[src/rtl/vga_line_loader.sv]
// Pixel-clock line fill sequencer: turns VGA line load requests into frame-memory
// reads and pushes the returned bytes into the line FIFO under credit flow control.
module vga_line_loader #(
   parameter int H_PIXELS   = 1280,
   parameter int V_LINES    = 1024,
   parameter int ADDR_W     = 24,
   parameter int LINE_W     = 13,
   parameter int FIFO_DEPTH = 2048,
   parameter int USED_W     = 11,
   parameter int MAX_OUTST  = 8
) (
   input  logic              iCLK,
   input  logic              iRST_N,
   input  logic              iLOAD_REQ,
   input  logic [LINE_W-1:0] iLOAD_LINE,
   input  logic              iFIFO_CLEAR,
   input  logic [ADDR_W-1:0] iFRAME_BASE,
   output logic              oMEM_RD_REQ,
   output logic [ADDR_W-1:0] oMEM_RD_ADDR,
   input  logic              iMEM_RD_ACK,
   input  logic              iMEM_RD_VALID,
   input  logic [7:0]        iMEM_RD_DATA,
   input  logic [USED_W-1:0] iFIFO_WUSEDW,
   output logic [7:0]        oFIFO_WDATA,
   output logic              oFIFO_WREQ,
   output logic              oBUSY,
   output logic              oERR_LATE,
   output logic              oERR_OVF
);
   localparam int XW = $clog2(H_PIXELS + 1);
   localparam int OW = $clog2(MAX_OUTST + 1);

   typedef enum logic [2:0] {IDLE, ISSUE, WAIT, FILL, DRAIN} state_t;

   state_t            state_q, state_d;
   logic              req_q, edge_q;
   logic [LINE_W-1:0] cap_line_q;
   logic              pend_q, pend_d;
   logic [LINE_W-1:0] pend_line_q, pend_line_d;
   logic [ADDR_W-1:0] base_q, base_d, loff_q, loff_d;
   logic [XW-1:0]     xi_q, xi_d, xr_q, xr_d;
   logic [OW-1:0]     outst_q, outst_d;
   logic              wreq_q, wreq_d;
   logic [7:0]        wdata_q, wdata_d;
   logic              late_q, late_d, ovf_q, ovf_d;
   logic [31:0]       lvl_sum;
   logic              space_ok, rd_req, rd_fire, start;
   logic [LINE_W-1:0] start_line;

   // Bytes already in the FIFO plus bytes still owed by memory, plus the
   // two-entry margin for the inverted-clock write path.
   assign lvl_sum  = 32'(iFIFO_WUSEDW) + 32'(outst_q) + 32'd2;
   assign space_ok = lvl_sum <= 32'(FIFO_DEPTH);
   assign rd_req   = (state_q == ISSUE) && (32'(outst_q) < 32'(MAX_OUTST)) && space_ok;
   assign rd_fire  = rd_req && iMEM_RD_ACK;

   assign oMEM_RD_REQ  = rd_req;
   assign oMEM_RD_ADDR = base_q + loff_q + ADDR_W'(xi_q);
   assign oFIFO_WREQ   = wreq_q;
   assign oFIFO_WDATA  = wdata_q;
   assign oBUSY        = (state_q != IDLE);
   assign oERR_LATE    = late_q;
   assign oERR_OVF     = ovf_q;

   always_ff @(posedge iCLK or negedge iRST_N) begin
      if (!iRST_N) begin
         req_q      <= 1'b0;
         edge_q     <= 1'b0;
         cap_line_q <= '0;
      end else begin
         req_q  <= iLOAD_REQ;
         edge_q <= iLOAD_REQ && !req_q;
         if (iLOAD_REQ && !req_q) cap_line_q <= iLOAD_LINE;
      end
   end

   always_comb begin
      state_d     = state_q;
      pend_d      = pend_q;
      pend_line_d = pend_line_q;
      base_d      = base_q;
      loff_d      = loff_q;
      xi_d        = xi_q;
      xr_d        = xr_q;
      outst_d     = outst_q;
      wreq_d      = 1'b0;
      wdata_d     = wdata_q;
      late_d      = late_q;
      ovf_d       = ovf_q;
      start       = 1'b0;
      start_line  = cap_line_q;

      if (rd_fire && !iMEM_RD_VALID)                       outst_d = outst_q + OW'(1);
      else if (!rd_fire && iMEM_RD_VALID && outst_q != '0) outst_d = outst_q - OW'(1);
      if (rd_fire) xi_d = xi_q + XW'(1);
      if (iMEM_RD_VALID && state_q != DRAIN) begin
         wreq_d  = 1'b1;
         wdata_d = iMEM_RD_DATA;
         xr_d    = xr_q + XW'(1);
      end

      // A pending line is served before a fresh edge; the fresh one takes the freed slot.
      if (state_q == IDLE) begin
         if (pend_q) begin
            start      = 1'b1;
            start_line = pend_line_q;
            pend_d     = edge_q;
            if (edge_q) pend_line_d = cap_line_q;
         end else if (edge_q) begin
            start = 1'b1;
         end
      end else if (edge_q) begin
         if (pend_q) late_d = 1'b1;
         else begin
            pend_d      = 1'b1;
            pend_line_d = cap_line_q;
         end
      end

      case (state_q)
         IDLE: if (start) begin
            base_d  = iFRAME_BASE;
            loff_d  = ADDR_W'(start_line) * ADDR_W'(H_PIXELS);
            xi_d    = '0;
            xr_d    = '0;
            outst_d = '0;
            state_d = (32'(start_line) >= 32'(V_LINES)) ? FILL : ISSUE;
         end
         ISSUE: if (xi_d == XW'(H_PIXELS)) state_d = WAIT;
         WAIT:  if (xr_q == XW'(H_PIXELS) && outst_q == '0) state_d = IDLE;
         FILL: begin
            if (xi_q == XW'(H_PIXELS)) state_d = IDLE;
            else if (space_ok) begin
               wreq_d  = 1'b1;
               wdata_d = 8'h00;
               xi_d    = xi_q + XW'(1);
            end
         end
         DRAIN: if (outst_q == '0 && !iFIFO_CLEAR) state_d = IDLE;
         default: state_d = IDLE;
      endcase

      if (iFIFO_CLEAR) begin
         state_d = DRAIN;
         pend_d  = 1'b0;
         wreq_d  = 1'b0;
         wdata_d = wdata_q;
      end

      if (wreq_d && 32'(iFIFO_WUSEDW) >= 32'(FIFO_DEPTH - 1)) ovf_d = 1'b1;
   end

   always_ff @(posedge iCLK or negedge iRST_N) begin
      if (!iRST_N) begin
         state_q     <= IDLE;
         pend_q      <= 1'b0;
         pend_line_q <= '0;
         base_q      <= '0;
         loff_q      <= '0;
         xi_q        <= '0;
         xr_q        <= '0;
         outst_q     <= '0;
         wreq_q      <= 1'b0;
         wdata_q     <= '0;
         late_q      <= 1'b0;
         ovf_q       <= 1'b0;
      end else begin
         state_q     <= state_d;
         pend_q      <= pend_d;
         pend_line_q <= pend_line_d;
         base_q      <= base_d;
         loff_q      <= loff_d;
         xi_q        <= xi_d;
         xr_q        <= xr_d;
         outst_q     <= outst_d;
         wreq_q      <= wreq_d;
         wdata_q     <= wdata_d;
         late_q      <= late_d;
         ovf_q       <= ovf_d;
      end
   end
endmodule

[config.mk]
export PLATFORM = sky130hd
export DESIGN_NAME = vga_line_loader
export DESIGN_NICKNAME = d
export VERILOG_FILES = /design/src/rtl/vga_line_loader.sv
export SDC_FILE = /design/constraint.sdc
export NUM_CORES = 1
export LEC_CHECK = 0
export ABC_AREA = 1
export CAP_MARGIN = 20
export CORE_ASPECT_RATIO = 1.25
export CORE_UTILIZATION = 45
export DETAILED_ROUTE_END_ITERATION = 8
export PLACE_DENSITY = 0.76
export SYNTH_ARGS = -nofsm -noshare
export SYNTH_HDL_FRONTEND = slang
export SYNTH_SLANG_ARGS = --single-unit
[constraint.sdc]
create_clock -name iCLK -period 8.2 [get_ports iCLK]
set_clock_uncertainty 0.2 [all_clocks]
set_input_delay 2.05 -clock iCLK [delete_from_list [all_inputs] [get_ports iCLK]]
set_output_delay 2.05 -clock iCLK [all_outputs]
set_load 0.01 [all_outputs]
==> results of run 1 <==
metal layers:
metal	up-vias	part of all wire (%)	wire, um	GRT usage (%)
li1	3643	-	-	-
met3	37	3.9	710	3.40
met4	0	2.6	484	8.19
met5	-	0	0	0
met2	160	50	9130	37.5
met1	3278	44	8060	27.2
cell families after synthesis:
logic type	count (synthesis)	synth area share, %
AO/OA/AOI/OAI	204	14.4
adder cells (fa/ha/maj)	84	14.1
buffers and inverters	140	6.96
AND/OR/NAND/NOR	472	25.8
flip-flops	109	35.0
XOR/XNOR	34	3.82
critical path: stages:
cell             delay (ns)
clkdlybuf4s50_1        0.47
inv_1                  0.04
ha_1                   0.28
inv_1                  0.06
ha_1                   0.16
inv_1                  0.06
fa_1                   0.38
inv_1                  0.08
nand2_1                0.05
nand2_1                0.07
nand2_1                0.06
nand2_1                0.08
nand2_1                0.05
nand2_1                0.07
nand3_2                0.12
a21boi_2               0.18
clkdlybuf4s50_1        0.55
worst max path at each step:
| stage | start | end | slack, ns | cells after the start |
|---|---|---|---|---|
| 2_1_floorplan | iFIFO_WUSEDW[1] | oMEM_RD_REQ | 2.28 | 12 |
| 3_3_place_gp | iFIFO_WUSEDW[1] | oMEM_RD_REQ | 1.14 | 17 |
| 3_5_place_dp | iFIFO_WUSEDW[1] | oMEM_RD_REQ | 1.11 | 17 |
| 4_1_cts | iFIFO_WUSEDW[1] | oMEM_RD_REQ | 1.11 | 17 |
| 5_1_grt | iFIFO_WUSEDW[1] | oMEM_RD_REQ | 0.93 | 15 |
| 6_report | iFIFO_WUSEDW[1] | oMEM_RD_REQ | 1.13 | 17 |
final cells by class:
| type | instances | area, um^2 |
|---|---|---|
| multi-input combinational | 794 | 4540 |
| timing repair buffer | 104 | 1020 |
| clock buffer | 13 | 260 |
| fill | 1611 | 7630 |
| inverter | 109 | 409 |
| tap | 220 | 275 |
| clock inverter | 3 | 43.8 |
| sequential | 109 | 2730 |
layout by cell type (no fill, tap or decap), drive strengths merged, types with 4 or more instances in the layout:
master	synthesis	routed
nand2	312	312
dfrtp	109	109
inv	108	108
clkdlybuf4s50	0	97
o21ai	92	92
ha	78	78
nor2	65	65
a21oi	61	61
nand3	44	44
xor2	23	23
nand4	21	21
nor3	18	18
a31oi	17	17
clkbuf	25	13
o22ai	12	12
xnor2	11	11
buf	6	7
fa	6	6
nor4	6	6
o21bai	5	5
a21o	4	4
o211ai	4	4
sequential cells by signal, indices dropped and copies added (netlist names):
name         cells
base_q          24
cap_line_q      13
edge_q           1
loff_q          16
oERR_LATE        1
oERR_OVF         1
oFIFO_WDATA      8
oFIFO_WREQ       1
outst_q          4
pend_line_q     13
pend_q           1
req_q            1
state_q          3
xi_q            11
xr_q            11
through the flow:
step	instances	instance area [um^2]	hold WS [ns]	util (%)
final	1352	9280	0.264	54.9
after global routing	1352	9280	0.283	54.9
after CTS	1352	9280	0.271	54.9
after detailed placement	1336	8970	0.256	53.1
after global placement	1336	8970	0.248	53.1
after floorplan	1043	7800	0.233	-
power breakdown:
group          internal [mW]  leakage [nW]  switching, mW
Sequential             0.744          1.36          0.164
Combinational           1.07          3.06           1.32
Clock                  0.254         0.150          0.198
Total                   2.07          4.57           1.69
==> impl_metrics.yaml, run 1 <==
layout:
  nets: 1273
  diodes: 0
  area_delta_synth_final_pct: 18.9
  drive_above_1_share_pct: 3.62
route:
  wl_per_cell_um: 13.6
  drt_iter0_drc: 469
  antenna_left: 0
  drc: 0
  drt-vias-per-instance: 5.26
  wirelength_um: 18400
  drt-pass1-iter-count: 5
  vias: 7118
clock_network:
  htreeDepth: 3
  clkSinkCount: 109
  cts_hold_buf: 0
  clockRootBuffer: "clkbuf_16"
  tritoncts: "done"
  insertion_delay_ns: 0.35
  post_cts_buffers: 0
  clkTransAtPathRegs_ns: 0.07
  cts_resized: 0
  cts_buffers: 9
  cts.path.max_buffers: 2
logic_synthesis:
  ys_ff_latch: 109
  synth_top_flop_cell: "dfrtp_1"
  synthTopCellsByCount: "nand2_1, dfrtp_1, inv_1"
  synth-seq-area-share_pct: 35.0
  synthesis.nets: 1189
  syn_inst: 1043
  synth.most_common_cell: "nand2_1"
  syn_area_mm2: 0.00780
  synth_cell_types: 43
  synth_async_sr_flop_share_pct: 100
  avgSynthCellArea_um2: 7.48
  yosysTopAreaCellShare_pct: 35.0
  synth_enable_flop_cells: 0
  synth_area_leaders: "dfrtp_1, nand2_1, ha_1, o21ai_0, inv_1"
  yosysWarnings: 0
  synth_area_leader_cell: "dfrtp_1"
sta:
  final_max_slew_viol_count: 0
  maxSlewHeadroom_pct: 43.9
  finalHoldViolations: 0
  fin_crit_sh_pct: 86.2
  post-route-min-period_ns: 7.07
  setup_violations: 0
  fin_ws_ns: 1.13
  rsz0062_at_grt: "no"
  finalSetupTns_ns: 0
  max_slew.worst_pin.slew_ns: 0.841
  max_freq_ghz: 0.141
floorplan:
  placementRows: 53
  io_pins: 99
  initial_core_util_pct: 46.1
  die_width_um: 120
  die_h_um: 149
  die_area_mm2: 0.0179
  core-area_mm2: 0.0169
worst_setup_path:
  path_class: "in -> out"
  critPathCaptureType: "output port"
  r2r_setup_slack_ns: 4.30
  r2r_end: "loff_q[22]$_DFFE_PN0P_"
  arrival_ns: 4.82
  rr_worst_depth: 15
  r2r-start: "state_q[2]$_DFFE_PN0P_"
  crit_fanout: 2
  required_ns: 5.95
  worstSetupStartpointType: "input port"
placed_design:
  gp_congestion: 0.866
  hpwl_um: 13800
  port_buffers: 98
  post-place-ws_ns: 1.11
power_and_ir_drop:
  p_per_area_mw_per_mm2: 405
  power_mw: 3.76
  p_leak_nw: 4.57
  peakVddDrop_v: 0.000195
hold_path:
  hp-start: "oERR_OVF$_DFFE_PN0P_"
  min_to: "oERR_OVF$_DFFE_PN0P_"
  hold_path_class: "reg -> reg"
  holdPathStages: 1
grt:
  grt_pass1_vias: 6724
  grt_usage_pct: 21.7
  grt_max_degree: 63
  antenna_found_initial: 0
  grt_pass1_wl_um: 31400
  grt.overflow.total: 0
run:
  drv_cap: 0
status:
  status: "complete, no violations"
(Power assumes the default switching activity.)
==> run 2: changes to the inputs <==
--- a/config.mk
+++ b/config.mk
@@ -11,6 +11,7 @@
 export CORE_UTILIZATION = 45
 export DETAILED_ROUTE_END_ITERATION = 8
 export PLACE_DENSITY = 0.76
+export SKIP_CTS_REPAIR_TIMING = 1
 export SYNTH_ARGS = -nofsm -noshare
 export SYNTH_HDL_FRONTEND = slang
 export SYNTH_SLANG_ARGS = --single-unit
==> results of run 2 <==
The final DEF is identical to that of run 1; final timing and power are the same.
==> RTL change 1 (config.mk and constraints of run 1) <==
Change the parameter `USED_W` from 11 to 22.
--- a/src/rtl/vga_line_loader.sv
+++ b/src/rtl/vga_line_loader.sv
@@ -6,7 +6,7 @@
    parameter int ADDR_W     = 24,
    parameter int LINE_W     = 13,
    parameter int FIFO_DEPTH = 2048,
-   parameter int USED_W     = 11,
+   parameter int USED_W     = 22,
    parameter int MAX_OUTST  = 8
 ) (
    input  logic              iCLK,
Ports: changed (resized iFIFO_WUSEDW); port bits go from 99 to 110. No check against the original RTL was run, so the function may have changed too.
==> RTL change 1 against run 1 <==
- sequential cell count stayed put
- utilization is 0.64 points higher
- non-clock buffer count is 10 higher
- combinational power is 10% lower
- design area is 5.1% higher
- synthesized cell count is 6.4% higher
- critical path depth is 4 higher
- synthesized area is 4.4% higher
- clock power is 2% lower
- worst setup slack worse by 540 ps
- power is 7.2% lower
- routed wire length is 1.8% higher
- count of clock-buffer cells in the layout is 4 lower
==> RTL change 1: results <==
metrics = {
    "synth": {
        "yosysUniqueCellTypes": 48,
        "synth.top_cells.by_count": "nand2_1 (350), inv_1 (114), dfrtp_1 (109)",
        "synth_area_per_cell_sq_um": 7.33,
        "yosys-top-cells-area": "dfrtp_1 (34%), nand2_1 (16%), ha_1 (12%)",
        "synth_most_common_cell": "nand2_1",
        "ys_seq_area_share_pct": 33.5,
        "synth_nets": 1267,
        "async_flop_share_pct": 100,
        "yosysWarnings": 0,
    },
    "setup_path": {
        "cp_max_fo": 8,
        "slowest_stage": "clkdlybuf4s50_1",
        "slowest_delay_ps": 530,
        "crit_arrival_ps": 5360,
        "r2r-start": "state_q[2]",
        "crit_family": "buffers and inverters",
        "critPathLaunch": "iFIFO_WUSEDW[1]",
    },
    "placement": {
        "port_buffers": 109,
        "dp_hpwl_mm": 14.3,
        "finalWeightedCongestion": 0.937,
    },
    "grt": {
        "antenna_found_initial": 0,
        "grt_usage_pct": 20.9,
        "grt_pass1_vias": 7056,
        "grt_max_degree": 62,
        "grt_first_pass_wirelength_mm": 31.8,
    },
    "cts": {
        "insertion_delay_ps": 360,
        "post_cts_buffers": 0,
        "clock_tree.htree_level_count": 3,
        "cts_root_buf": "clkbuf_16",
        "clkSlewWorstSetupHoldPaths_ps": 70,
        "cts_made_buffers": 9,
        "clockBufferDepth": 2,
        "ctsResizeCount": 0,
    },
    "timing": {
        "slew_headroom_pct": 36.8,
        "setup_viol": 0,
    },
    "pwr": {
        "cellLeakagePower_nw": 4.86,
        "ir_drop_mv": 0.209,
    },
    "drt": {
        "routed_wirelength_mm": 18.7,
        "drt_iter0_drc": 297,
        "firstDrtPassIters": 5,
        "wl_per_cell_microns": 13.0,
        "vias_per_cell": 5.20,
    },
    "final_layout": {
        "largestRegisters": "base_q (24), loff_q (16)",
        "nFillCells": 1641,
        "utilization_pct": 55.5,
        "drive_gt1_share_pct": 4.78,
        "fin_nets": 1366,
        "antennaDiodeCount": 0,
    },
    "hold_path": {
        "min-delay-start": "oERR_OVF",
        "hold_class": "register to register",
    },
    "status": {
        "status": "completed",
    },
}
[RTL change 1: cell types whose count changed after synthesis, sizes merged, moves of 9 or more]
cell	change
nand3	+12
a21oi	-11
inv	+11
nand4	-10
o31ai	+9
nand2	+43
o22ai	-11
nor2	+16
[RTL change 1: per-layer routing]
layer	global-route usage [%]	routed length, microns	vias up
li1	-	-	3866
met1	26.0	8420	3442
met2	36.9	9310	137
met3	2.47	524	33
met4	6.85	456	0
met5	0	0	-
[RTL change 1: power by group]
group / switching [W] / internal [W] / leakage, nW
registers: 0.000148 / 0.000737 / 1.36
logic: 0.00118 / 0.000980 / 3.35
clock network: 0.000224 / 0.000218 / 0.150
[RTL change 1: logic make-up after synthesis]
kind of cell	Yosys count	synth area share, %
xor gates and xnor gates	40	4.30
and+or+nand+nor	539	28.6
adders and majority gates	84	13.5
AOI/OAI and AO/OA	191	13.2
DFF	109	33.5
buffers and inverters	147	6.89
[RTL change 1: worst paths after layout]
path	cells past startpoint	to	slack [ps]
hold / removal	1	oERR_OVF	270
setup reg to reg	24	loff_q[21]	3840
max in group asynchronous	2	oFIFO_WDATA[0]	5120
setup / recovery	21	oMEM_RD_REQ	590
hold reg to reg	1	oERR_OVF	270
min in group asynchronous	1	base_q[9]	1560
[RTL change 1: cell type report]
type	instances	area (sq um)	share of cell area, %
Inverter	121	454	4.66
Tap cell	224	280	2.88
Timing Repair Buffer	114	1130	11.6
Multi-Input combinational cell	854	4860	49.9
Sequential cell	109	2730	28.0
Clock inverter	7	75.1	0.770
Clock buffer	9	225	2.31
[RTL change 1: through the flow]
stage | area (sq um) | setup slack (ps)
2_1_floorplan | 8140 | 1850
3_3_place_gp | 9450 | 671
3_5_place_dp | 9450 | 597
4_1_cts | 9750 | 586
5_1_grt | 9750 | 401
6_report | 9750 | 594
==> RTL change 2 (settings of run 1) <==
Made on the original files. Encoding of `state_t`: now one-hot (5 bits for 5 states).
--- a/src/rtl/vga_line_loader.sv
+++ b/src/rtl/vga_line_loader.sv
@@ -30,7 +30,7 @@
    localparam int XW = $clog2(H_PIXELS + 1);
    localparam int OW = $clog2(MAX_OUTST + 1);
 
-   typedef enum logic [2:0] {IDLE, ISSUE, WAIT, FILL, DRAIN} state_t;
+   typedef enum logic [4:0] {IDLE = 5'b00001, ISSUE = 5'b00010, WAIT = 5'b00100, FILL = 5'b01000, DRAIN = 5'b10000} state_t;
 
    state_t            state_q, state_d;
    logic              req_q, edge_q;
Check against the original RTL: no difference found for any inputs over 4 cycles, from zero or initial values and one cycle with iRST_N low; so few cycles prove little.
==> RTL change 2 against run 1 <==
- synthesized area up 2.2%
- design area up 1.5%
- routed wire length up 0.63%
- non-clock buffer count down 1
- worst setup slack worse by 220 ps
- via count up 0.37%
- power down 12%
- sequential cell count up 2
- largest power group unchanged
==> RTL change 2: results <==
metrics = {
    "timing": {
        "slew_headroom_pct": 38.0,
        "timing.hold.ws_ps": 265,
    },
    "drt": {
        "vias_per_cell": 5.20,
        "drt_iter0_drc": 421,
        "firstDrtPassIters": 5,
    },
    "status": {
        "status": "completed",
    },
    "hold_path": {
        "hold_depth": 1,
    },
    "pwr": {
        "cellLeakagePower_nw": 4.74,
        "power.density_nw_per_um2": 350,
        "ir_drop_mv": 0.167,
        "power_switching_w": 0.00142,
        "power.share.sequential_pct": 26.6,
    },
    "placement": {
        "port_buffers": 98,
        "dp_hpwl_mm": 13.8,
        "finalWeightedCongestion": 0.894,
        "dp_slack_ps": 924,
        "placed_cell_area_sq_um": 9110,
        "dp_cells": 1357,
    },
    "grt": {
        "grt_usage_pct": 21.0,
        "antenna_found_initial": 0,
        "grt_first_pass_wirelength_mm": 31.0,
        "grt_max_degree": 65,
        "grt_pass1_vias": 6726,
    },
    "synth": {
        "ys_seq_area_share_pct": 34.9,
        "synth_nets": 1211,
        "yosysUniqueCellTypes": 46,
        "synth_area_per_cell_sq_um": 7.48,
        "synthDominantCellAreaShare_pct": 34.5,
        "yosysWarnings": 0,
    },
    "final_layout": {
        "fin_cells": 1373,
        "drive_gt1_share_pct": 4.18,
        "fin_nets": 1290,
    },
    "setup_path": {
        "slowest_delay_ps": 570,
        "ff2ff_path_depth": 16,
        "r2r_slack_ps": 3580,
        "r2r_end": "loff_q[19]",
        "cp_max_fo": 15,
        "crit_arrival_ps": 5040,
    },
}
==> RTL change 2: cell types whose count changed after synthesis, moves of 4 or more <==
cell       change
a21oi_1       -18
inv_1         +10
nand2_1       +21
nor2_1         -7
o2111ai_1      +7
o21ai_0        +6
o21ai_1        +4
o22ai_1       -12
xor2_1         +5
==> RTL change 2: cells by family (layout without fill, tap and decap cells) <==
group / Yosys count / in the layout / synth area share [%]
AOI/OAI and AO/OA: 185 / 185 / 12.8
xor gates and xnor gates: 36 / 36 / 3.96
adders and majority gates: 84 / 84 / 13.7
buffers and inverters: 154 / 238 / 7.55
DFF: 111 / 111 / 34.9
and+or+nand+nor: 495 / 495 / 27.0
==> RTL change 2: worst max path at each step <==
| stage | startpoint | endpoint | slack (ps) | cells after the start |
|---|---|---|---|---|
| 6_report | iFIFO_WUSEDW[1] | oMEM_RD_REQ | 910 | 16 |
| 5_1_grt | iFIFO_WUSEDW[1] | oMEM_RD_REQ | 740 | 16 |
| 4_1_cts | iFIFO_WUSEDW[1] | oMEM_RD_REQ | 920 | 16 |
| 3_5_place_dp | iFIFO_WUSEDW[1] | oMEM_RD_REQ | 920 | 16 |
| 3_3_place_gp | iFIFO_WUSEDW[1] | oMEM_RD_REQ | 960 | 16 |
| 2_1_floorplan | iFIFO_WUSEDW[1] | oMEM_RD_REQ | 1950 | 15 |
==> RTL change 2: area by class of cell <==
type / count / area, sq um
clock buffers: 10 / 239
clock inverters: 6 / 57.6
fillers: 1600 / 7950
inverters: 119 / 447
multi-input cells: 800 / 4590
flip-flops and latches: 111 / 2780
well taps: 224 / 280
repair buffers: 103 / 1020
==> RTL change 2: layer usage <==
metal,vias to the layer above,track usage (%),part of all wire (%)
li1,3678,-,-
met1,3273,27.3,46
met2,165,36.1,48
met3,28,2.03,3.6
met4,0,8.21,2.3
met5,-,0,0
